<file path="src/rtl/rv32i_decode_queue_if.sv">
// Fetch-to-execute channel of the decode queue: instruction intake on one side, decoded result stream on the other.
// The slave modport is the decode stage's view; the master modport is the surrounding pipeline's view.
interface rv32i_decode_queue_if #(
    parameter int PC_W = 32
);
    logic            in_valid;
    logic            in_ready;
    logic [31:0]     in_instr;
    logic [PC_W-1:0] in_pc;

    logic            out_valid;
    logic            out_ready;
    logic [PC_W-1:0] out_pc;
    logic [5:0]      out_op;
    logic [2:0]      out_fmt;
    logic [4:0]      out_rd;
    logic [4:0]      out_rs1;
    logic [4:0]      out_rs2;
    logic [31:0]     out_imm;
    logic            out_illegal;
    logic            out_halt;

    modport master (
        output in_valid, in_instr, in_pc, out_ready,
        input  in_ready, out_valid, out_pc, out_op, out_fmt, out_rd, out_rs1, out_rs2,
               out_imm, out_illegal, out_halt
    );

    modport slave (
        input  in_valid, in_instr, in_pc, out_ready,
        output in_ready, out_valid, out_pc, out_op, out_fmt, out_rd, out_rs1, out_rs2,
               out_imm, out_illegal, out_halt
    );
endinterface

</file>
<file path="src/rtl/rv32i_decode_queue.sv">
// Buffered RV32I decode stage: decodes each accepted word and queues the result in a small FIFO
// toward execute; a HALT word stops intake until flushed.
module rv32i_decode_queue #(
    parameter int DEPTH = 4,
    parameter int PC_W  = 32,
    parameter int CNT_W = 16
) (
    input  logic                 clk,
    input  logic                 rst_n,
    input  logic                 flush,
    rv32i_decode_queue_if.slave  bus,
    output logic                 halted,
    output logic [CNT_W-1:0]     decoded_cnt,
    output logic [CNT_W-1:0]     illegal_cnt
);
    localparam int AW = $clog2(DEPTH);

    localparam logic [5:0] OP_ILL  = 6'd0,  OP_ADDI = 6'd1,  OP_SLTI = 6'd2,  OP_SLTIU = 6'd3;
    localparam logic [5:0] OP_ANDI = 6'd4,  OP_ORI  = 6'd5,  OP_XORI = 6'd6,  OP_SLLI  = 6'd7;
    localparam logic [5:0] OP_SRLI = 6'd8,  OP_SRAI = 6'd9,  OP_LUI  = 6'd10, OP_AUIPC = 6'd11;
    localparam logic [5:0] OP_ADD  = 6'd12, OP_SUB  = 6'd13, OP_SLT  = 6'd14, OP_SLTU  = 6'd15;
    localparam logic [5:0] OP_AND  = 6'd16, OP_OR   = 6'd17, OP_XOR  = 6'd18, OP_SLL   = 6'd19;
    localparam logic [5:0] OP_SRL  = 6'd20, OP_SRA  = 6'd21, OP_JAL  = 6'd22, OP_JALR  = 6'd23;
    localparam logic [5:0] OP_BEQ  = 6'd24, OP_BNE  = 6'd25, OP_BLT  = 6'd26, OP_BLTU  = 6'd27;
    localparam logic [5:0] OP_BGE  = 6'd28, OP_BGEU = 6'd29, OP_LW   = 6'd30, OP_LH    = 6'd31;
    localparam logic [5:0] OP_LHU  = 6'd32, OP_LB   = 6'd33, OP_LBU  = 6'd34, OP_SW    = 6'd35;
    localparam logic [5:0] OP_SH   = 6'd36, OP_SB   = 6'd37, OP_HALT = 6'd38;

    localparam logic [2:0] FMT_R = 3'd0, FMT_I = 3'd1, FMT_S = 3'd2, FMT_B = 3'd3;
    localparam logic [2:0] FMT_U = 3'd4, FMT_J = 3'd5, FMT_NONE = 3'd7;

    localparam logic [31:0] HALT_WORD = 32'h0001_0073;
    localparam logic [6:0]  F7_ZERO   = 7'b000_0000;
    localparam logic [6:0]  F7_ALT    = 7'b010_0000;

    typedef struct packed {
        logic [PC_W-1:0] pc;
        logic [5:0]      op;
        logic [2:0]      fmt;
        logic [4:0]      rd;
        logic [4:0]      rs1;
        logic [4:0]      rs2;
        logic [31:0]     imm;
        logic            illegal;
        logic            halt;
    } entry_t;

    logic [31:0] instr;
    logic [6:0]  opcode;
    logic [2:0]  f3;
    logic [6:0]  f7;
    logic [5:0]  op_next;
    logic [2:0]  fmt_cand;
    logic [2:0]  fmt_next;
    logic        shamt_next;
    logic [31:0] imm_next;
    entry_t      dec;

    entry_t               mem_reg [DEPTH];
    logic [AW-1:0]        wr_ptr_reg;
    logic [AW-1:0]        rd_ptr_reg;
    logic [AW:0]          count_reg;
    logic                 halted_reg;
    logic [CNT_W-1:0]     decoded_cnt_reg;
    logic [CNT_W-1:0]     illegal_cnt_reg;

    logic   full;
    logic   empty;
    logic   push;
    logic   pop;
    entry_t head;

    assign instr  = bus.in_instr;
    assign opcode = instr[6:0];
    assign f3     = instr[14:12];
    assign f7     = instr[31:25];

    always_comb begin
        op_next    = OP_ILL;
        fmt_cand   = FMT_NONE;
        shamt_next = 1'b0;
        case (opcode)
            7'b0010011: begin
                fmt_cand = FMT_I;
                case (f3)
                    3'b000: op_next = OP_ADDI;
                    3'b010: op_next = OP_SLTI;
                    3'b011: op_next = OP_SLTIU;
                    3'b111: op_next = OP_ANDI;
                    3'b110: op_next = OP_ORI;
                    3'b100: op_next = OP_XORI;
                    3'b001: begin
                        shamt_next = 1'b1;
                        if (f7 == F7_ZERO) op_next = OP_SLLI;
                    end
                    3'b101: begin
                        shamt_next = 1'b1;
                        if (f7 == F7_ZERO)     op_next = OP_SRLI;
                        else if (f7 == F7_ALT) op_next = OP_SRAI;
                    end
                    default: ;
                endcase
            end
            7'b0110111: begin fmt_cand = FMT_U; op_next = OP_LUI;   end
            7'b0010111: begin fmt_cand = FMT_U; op_next = OP_AUIPC; end
            7'b0110011: begin
                fmt_cand = FMT_R;
                if (f7 == F7_ZERO) begin
                    case (f3)
                        3'b000:  op_next = OP_ADD;
                        3'b010:  op_next = OP_SLT;
                        3'b011:  op_next = OP_SLTU;
                        3'b111:  op_next = OP_AND;
                        3'b110:  op_next = OP_OR;
                        3'b100:  op_next = OP_XOR;
                        3'b001:  op_next = OP_SLL;
                        3'b101:  op_next = OP_SRL;
                        default: ;
                    endcase
                end else if (f7 == F7_ALT) begin
                    case (f3)
                        3'b000:  op_next = OP_SUB;
                        3'b101:  op_next = OP_SRA;
                        default: ;
                    endcase
                end
            end
            7'b1101111: begin fmt_cand = FMT_J; op_next = OP_JAL; end
            7'b1100111: begin
                fmt_cand = FMT_I;
                if (f3 == 3'b000) op_next = OP_JALR;
            end
            7'b1100011: begin
                fmt_cand = FMT_B;
                case (f3)
                    3'b000:  op_next = OP_BEQ;
                    3'b001:  op_next = OP_BNE;
                    3'b100:  op_next = OP_BLT;
                    3'b110:  op_next = OP_BLTU;
                    3'b101:  op_next = OP_BGE;
                    3'b111:  op_next = OP_BGEU;
                    default: ;
                endcase
            end
            7'b0000011: begin
                fmt_cand = FMT_I;
                case (f3)
                    3'b010:  op_next = OP_LW;
                    3'b001:  op_next = OP_LH;
                    3'b101:  op_next = OP_LHU;
                    3'b000:  op_next = OP_LB;
                    3'b100:  op_next = OP_LBU;
                    default: ;
                endcase
            end
            7'b0100011: begin
                fmt_cand = FMT_S;
                case (f3)
                    3'b010:  op_next = OP_SW;
                    3'b001:  op_next = OP_SH;
                    3'b000:  op_next = OP_SB;
                    default: ;
                endcase
            end
            // Only the exact HALT word is accepted from the SYSTEM space.
            7'b1110011: if (instr == HALT_WORD) op_next = OP_HALT;
            default: ;
        endcase
    end

    assign fmt_next = (op_next == OP_ILL) ? FMT_NONE : fmt_cand;

    always_comb begin
        imm_next = 32'd0;
        case (fmt_next)
            FMT_I:   imm_next = shamt_next ? {27'd0, instr[24:20]} : {{20{instr[31]}}, instr[31:20]};
            FMT_S:   imm_next = {{20{instr[31]}}, instr[31:25], instr[11:7]};
            FMT_B:   imm_next = {{19{instr[31]}}, instr[31], instr[7], instr[30:25], instr[11:8], 1'b0};
            FMT_U:   imm_next = {instr[31:12], 12'd0};
            FMT_J:   imm_next = {{11{instr[31]}}, instr[31], instr[19:12], instr[20], instr[30:21], 1'b0};
            default: imm_next = 32'd0;
        endcase
    end

    always_comb begin
        dec         = '0;
        dec.pc      = bus.in_pc;
        dec.op      = op_next;
        dec.fmt     = fmt_next;
        dec.rd      = instr[11:7];
        dec.rs1     = instr[19:15];
        dec.rs2     = instr[24:20];
        dec.imm     = imm_next;
        dec.illegal = (op_next == OP_ILL);
        dec.halt    = (op_next == OP_HALT);
    end

    assign full  = (count_reg == (AW + 1)'(DEPTH));
    assign empty = (count_reg == '0);

    // Reset gates intake directly so in_ready is low for the whole time rst_n is asserted.
    assign bus.in_ready = rst_n & ~full & ~halted_reg & ~flush;
    assign push         = bus.in_valid & bus.in_ready;
    assign pop          = ~empty & bus.out_ready;

    always_ff @(posedge clk) begin
        if (push) mem_reg[wr_ptr_reg] <= dec;
    end

    always_ff @(posedge clk or negedge rst_n) begin
        if (!rst_n) begin
            wr_ptr_reg <= '0;
            rd_ptr_reg <= '0;
            count_reg  <= '0;
            halted_reg <= 1'b0;
        end else if (flush) begin
            wr_ptr_reg <= '0;
            rd_ptr_reg <= '0;
            count_reg  <= '0;
            halted_reg <= 1'b0;
        end else begin
            if (push) wr_ptr_reg <= wr_ptr_reg + 1'b1;
            if (pop)  rd_ptr_reg <= rd_ptr_reg + 1'b1;
            if (push && !pop)      count_reg <= count_reg + 1'b1;
            else if (pop && !push) count_reg <= count_reg - 1'b1;
            if (push && dec.halt) halted_reg <= 1'b1;
        end
    end

    always_ff @(posedge clk or negedge rst_n) begin
        if (!rst_n) begin
            decoded_cnt_reg <= '0;
            illegal_cnt_reg <= '0;
        end else if (push) begin
            if (dec.illegal) begin
                if (illegal_cnt_reg != '1) illegal_cnt_reg <= illegal_cnt_reg + 1'b1;
            end else begin
                if (decoded_cnt_reg != '1) decoded_cnt_reg <= decoded_cnt_reg + 1'b1;
            end
        end
    end

    // Stale storage is never exposed: every head field reads zero while the queue is empty.
    assign head            = empty ? '0 : mem_reg[rd_ptr_reg];
    assign bus.out_valid   = ~empty;
    assign bus.out_pc      = head.pc;
    assign bus.out_op      = head.op;
    assign bus.out_fmt     = head.fmt;
    assign bus.out_rd      = head.rd;
    assign bus.out_rs1     = head.rs1;
    assign bus.out_rs2     = head.rs2;
    assign bus.out_imm     = head.imm;
    assign bus.out_illegal = head.illegal;
    assign bus.out_halt    = head.halt;

    assign halted      = halted_reg;
    assign decoded_cnt = decoded_cnt_reg;
    assign illegal_cnt = illegal_cnt_reg;
endmodule

</file>
<file path="src/flat_wrapper.sv">
// flat-port wrapper written by rule: the top's interface ports become plain ports
module rv32i_decode_queue_flat 
#(
    parameter int DEPTH = 4,
    parameter int PC_W  = 32,
    parameter int CNT_W = 16
)
  (clk, rst_n, flush, halted, decoded_cnt, illegal_cnt, bus_in_valid, bus_in_instr, bus_in_pc, bus_out_ready, bus_in_ready, bus_out_valid, bus_out_pc, bus_out_op, bus_out_fmt, bus_out_rd, bus_out_rs1, bus_out_rs2, bus_out_imm, bus_out_illegal, bus_out_halt);
  rv32i_decode_queue_if #(.PC_W(PC_W)) bus_i ();
  input  logic clk;
  input  logic rst_n;
  input  logic flush;
  output logic halted;
  output logic [CNT_W-1:0] decoded_cnt;
  output logic [CNT_W-1:0] illegal_cnt;
  input wire logic [$bits(bus_i.in_valid)-1:0] bus_in_valid;
  input wire logic [$bits(bus_i.in_instr)-1:0] bus_in_instr;
  input wire logic [$bits(bus_i.in_pc)-1:0] bus_in_pc;
  input wire logic [$bits(bus_i.out_ready)-1:0] bus_out_ready;
  output wire logic [$bits(bus_i.in_ready)-1:0] bus_in_ready;
  output wire logic [$bits(bus_i.out_valid)-1:0] bus_out_valid;
  output wire logic [$bits(bus_i.out_pc)-1:0] bus_out_pc;
  output wire logic [$bits(bus_i.out_op)-1:0] bus_out_op;
  output wire logic [$bits(bus_i.out_fmt)-1:0] bus_out_fmt;
  output wire logic [$bits(bus_i.out_rd)-1:0] bus_out_rd;
  output wire logic [$bits(bus_i.out_rs1)-1:0] bus_out_rs1;
  output wire logic [$bits(bus_i.out_rs2)-1:0] bus_out_rs2;
  output wire logic [$bits(bus_i.out_imm)-1:0] bus_out_imm;
  output wire logic [$bits(bus_i.out_illegal)-1:0] bus_out_illegal;
  output wire logic [$bits(bus_i.out_halt)-1:0] bus_out_halt;
  assign bus_i.in_valid = bus_in_valid;
  assign bus_i.in_instr = bus_in_instr;
  assign bus_i.in_pc = bus_in_pc;
  assign bus_i.out_ready = bus_out_ready;
  assign bus_in_ready = bus_i.in_ready;
  assign bus_out_valid = bus_i.out_valid;
  assign bus_out_pc = bus_i.out_pc;
  assign bus_out_op = bus_i.out_op;
  assign bus_out_fmt = bus_i.out_fmt;
  assign bus_out_rd = bus_i.out_rd;
  assign bus_out_rs1 = bus_i.out_rs1;
  assign bus_out_rs2 = bus_i.out_rs2;
  assign bus_out_imm = bus_i.out_imm;
  assign bus_out_illegal = bus_i.out_illegal;
  assign bus_out_halt = bus_i.out_halt;
  rv32i_decode_queue #(.DEPTH(DEPTH), .PC_W(PC_W), .CNT_W(CNT_W)) u_core (.clk(clk), .rst_n(rst_n), .flush(flush), .bus(bus_i), .halted(halted), .decoded_cnt(decoded_cnt), .illegal_cnt(illegal_cnt));
endmodule
</file>
<file path="config.mk">
export PLATFORM = sky130hd
export DESIGN_NAME = rv32i_decode_queue_flat
export DESIGN_NICKNAME = d
export VERILOG_FILES = /design/src/rtl/rv32i_decode_queue_if.sv /design/src/rtl/rv32i_decode_queue.sv /design/src/flat_wrapper.sv
export SDC_FILE = /design/constraint.sdc
export NUM_CORES = 1
export LEC_CHECK = 0
export ABC_AREA = 1
export BUFFER_PORTS_ARGS = -buffer_cell sky130_fd_sc_hd__buf_4
export CORE_AREA = 2 2 214 216
export DETAILED_ROUTE_END_ITERATION = 8
export DIE_AREA = 0 0 216 218
export GPL_ROUTABILITY_DRIVEN = 0
export PLACE_DENSITY = 0.6
export SETUP_SLACK_MARGIN = 0.3
export SYNTH_ARGS = -nofsm -noshare
export SYNTH_HDL_FRONTEND = slang
export SYNTH_SLANG_ARGS = --single-unit
</file>
<file path="constraint.sdc">
create_clock -name clk -period 5.7 [get_ports clk]
set_clock_uncertainty 0.1 [all_clocks]
set_input_delay 0.285 -clock clk [delete_from_list [all_inputs] [get_ports clk]]
set_output_delay 0.285 -clock clk [all_outputs]
set_load 0.01 [all_outputs]
</file>
==> flow_summary.json <==
{
  "critPathCaptureType": "output pin",
  "synth_edf_count": 360,
  "status": "complete, no violations",
  "h-tree-depth": 2,
  "tightest_slew_ns": 1.03,
  "rsz0062_at_grt": "false",
  "syn_avg_cell_area_um2": 10.7,
  "die_h_um": 218,
  "diodes": 0,
  "largest_reg_flops": 360,
  "syn_to_final_growth_pct": 21.8,
  "wire_per_inst_um": 18.4,
  "min_period_ns": 3.46,
  "antenna_found_initial": 0,
  "grt_pass1_wl_um": 70700,
  "post-cts-setup-buffer-count": 0,
  "power.density_nw_per_um2": 381,
  "fp.dieW_um": 216,
  "r2r_cells": 8,
  "num_vias": 12697,
  "cp_top_family": "buffers and inverters",
  "coreArea_um2": 44900,
  "max_cap_viol_count": 0,
  "pre_cts_ws_ns": 2.36,
  "synth_seq_cells": 400,
  "setup_tns_ns": 0,
  "start_util_pct": 39.3,
  "synth_cell_types": 46,
  "multi_input_area_um2": 5160,
  "start_kind": "register",
  "holdPathStages": 4,
  "grt_usage_pct": 19.4,
  "grt_max_degree": 87,
  "grt_pass1_vias": 12340,
  "rows": 78,
  "overflow": 0,
  "port_buffers": 193,
  "setup_viol": 0,
  "hp-start": "bus_out_ready",
  "synth_area_leaders": "edfxtp_1 (61%), nor2_1 (8.7%), o21ai_0 (5.8%)",
  "slowest_stage": "buf_4",
  "clkSlewWorstSetupHoldPaths_ns": 0.06,
  "cts-root-buf": "clkbuf_16",
  "synth_cells": 1644,
  "path_buf_inv": 3,
  "layout-drive-gt1-share_pct": 17.5,
  "min_delay_worst_endpoint": "u_core.rd_ptr_reg[0]",
  "place_hpwl_um": 27300,
  "seq_area_frac_synth_pct": 67.0,
  "cts_tree": "yes",
  "cts_resized": 0,
  "synth_warnings": 0,
  "wl_um": 46000,
  "io_pins": 194,
  "seq_area_um2": 11800,
  "hold_slack_ns": 0.0662,
  "async_reset_ff_share_pct": 10.0,
  "clockBufferDepth": 3,
  "arrival_ns": 3.08,
  "fin_ws_ns": 2.24,
  "drv_slew": 0,
  "final-hold-violation-count": 0,
  "synth-main-ff-cell": "edfxtp_1",
  "synth_nets": 1720,
  "power.leakage_nw": 8.17,
  "post-route-drc-count": 0,
  "vdd_drop_max_mv": 0.225,
  "drt_iter0_drc": 897,
  "min_period_over_period_pct": 60.7,
  "critPathRequiredTime_ns": 5.32,
  "insertion_delay_ns": 0.57,
  "dieArea_um2": 47100,
  "cts_buffers": 43,
  "min_path_type": "in2reg",
  "max_freq_mhz": 289,
  "dr.pass1.iters": 5,
  "drtAntennaViolNets": 0,
  "cp_cell_sequence": "inv_4 > buf_4 > o21ai_0 > a21oi_1 > buf_4",
  "synth.top_cell.area_share_pct": 61.3,
  "hold_buffers": 49,
  "synth_top_area_cell": "edfxtp_1",
  "syn_area_um2": 17600,
  "nets": 1938,
  "slowest_delay_ns": 0.64,
  "max_slew_margin_pct": 31.0,
  "crit_fanout": 70,
  "cts_sinks": 400,
  "fillers": 4081,
  "r2r_setup_slack_ns": 2.75,
  "r2r_start": "u_core.count_reg[2]",
  "via_per_inst": 5.09,
  "r2r-end": "u_core.illegal_cnt[2]",
  "crit_top_cell": "buf_4",
  "crit_type": "reg2out"
}
[power breakdown]
| group | internal (mW) | switching, mW | total [mW] | leakage [nW] |
|---|---|---|---|---|
| combinational | 0.825 | 1.33 | 2.15 | 3.80 |
| clock | 1.54 | 1.13 | 2.67 | 0.649 |
| sequential | 3.27 | 0.0864 | 3.36 | 3.72 |
[tightest hold or removal path: stages]
cell	delay, ns
buf_4	0.08
nand2_1	0.09
nor2_1	0.17
nor3_1	0.07
[cells in the mapped netlist (2+ instances only)]
cell type / instances
o22ai_1: 2
xor2_1: 20
xnor2_1: 7
nor4_1: 6
buf_4: 4
o21ai_0: 203
nand3_2: 5
nor2_2: 6
nand4_1: 7
o21bai_2: 20
o21ai_2: 4
nor2_1: 410
nand2_2: 5
o21bai_1: 8
nand2_1: 157
nor3_1: 15
inv_1: 80
buf_1: 13
buf_2: 6
a31oi_1: 6
clkbuf_1: 58
ha_1: 6
nand3_1: 56
dfrtp_1: 40
o21ai_1: 7
o211ai_1: 7
inv_2: 10
a21oi_1: 96
edfxtp_1: 360
buf_6: 3
clkinv_1: 2
[logic make-up after synthesis]
family          synth area share (%)
xor+xnor                        1.43
fa+ha+maj                      0.539
compound gates                  11.4
buf+inv                         4.00
simple gates                    15.7
flops                           67.0
[placed cells by master, fill, tap and decap left out, types with 10 or more instances in the layout]
cell type      Yosys  layout
clkbuf_16          0      43
inv_1             80      80
clkinv_1           2      10
nor3_1            15      15
nand2_1          157     157
inv_2             10      10
a21oi_1           96      96
buf_4              4     206
dfrtp_1           40      38
edfxtp_1         360     360
o21ai_0          203     203
o21bai_2          20      20
nor2_1           410     406
xor2_1            20      20
nand3_1           56      56
dlygate4sd3_1      0      49
[how the worst max path moves through the flow]
stage | startpoint | to | slack (ns) | cells after the start
floorplan | u_core.halted | u_core.mem_reg[0][0] | 0.33 | 6
global placement | rst_n | u_core.illegal_cnt[0] | 2.51 | 7
detailed placement | rst_n | u_core.illegal_cnt[15] | 2.36 | 8
CTS | u_core.rd_ptr_reg[0] | bus_out_imm[13] | 2.23 | 5
global route | u_core.rd_ptr_reg[0] | bus_out_imm[8] | 2.03 | 5
finish | u_core.rd_ptr_reg[0] | bus_out_imm[13] | 2.24 | 5
[routing by layer]
metal  share of wire [%]  global-route usage, %  wire [µm]
met1                  45                   25.7      20600
met2                  47                   31.8      21600
met3                 5.5                   3.54       2550
met4                 2.7                   7.15       1240
met5                   0                      0          0
[per-stage QoR]
stage / area (µm²) / utilization (%) / instances / power [mW]
6_report: 21500 / 47.9 / 2493 / 8.18
4_1_cts: 21500 / 47.9 / 2493 / 8.28
3_3_place_gp: 19700 / 43.8 / 2368 / 5.57
2_1_floorplan: 17600 / - / 1644 / 4.50
5_1_grt: 21500 / 47.9 / 2493 / 8.56
3_5_place_dp: 19700 / 43.8 / 2368 / 5.57
[cell type report]
cell class,count,share of cell area (%)
clock inverter,24,0.932
tap,600,3.49
clock buffer,52,5.26
inverter,92,1.62
sequential,400,55.0
timing repair buffer,257,9.67
multi-input combinational,1068,24.0
No activity file was read; power rests on OpenSTA's default activity.
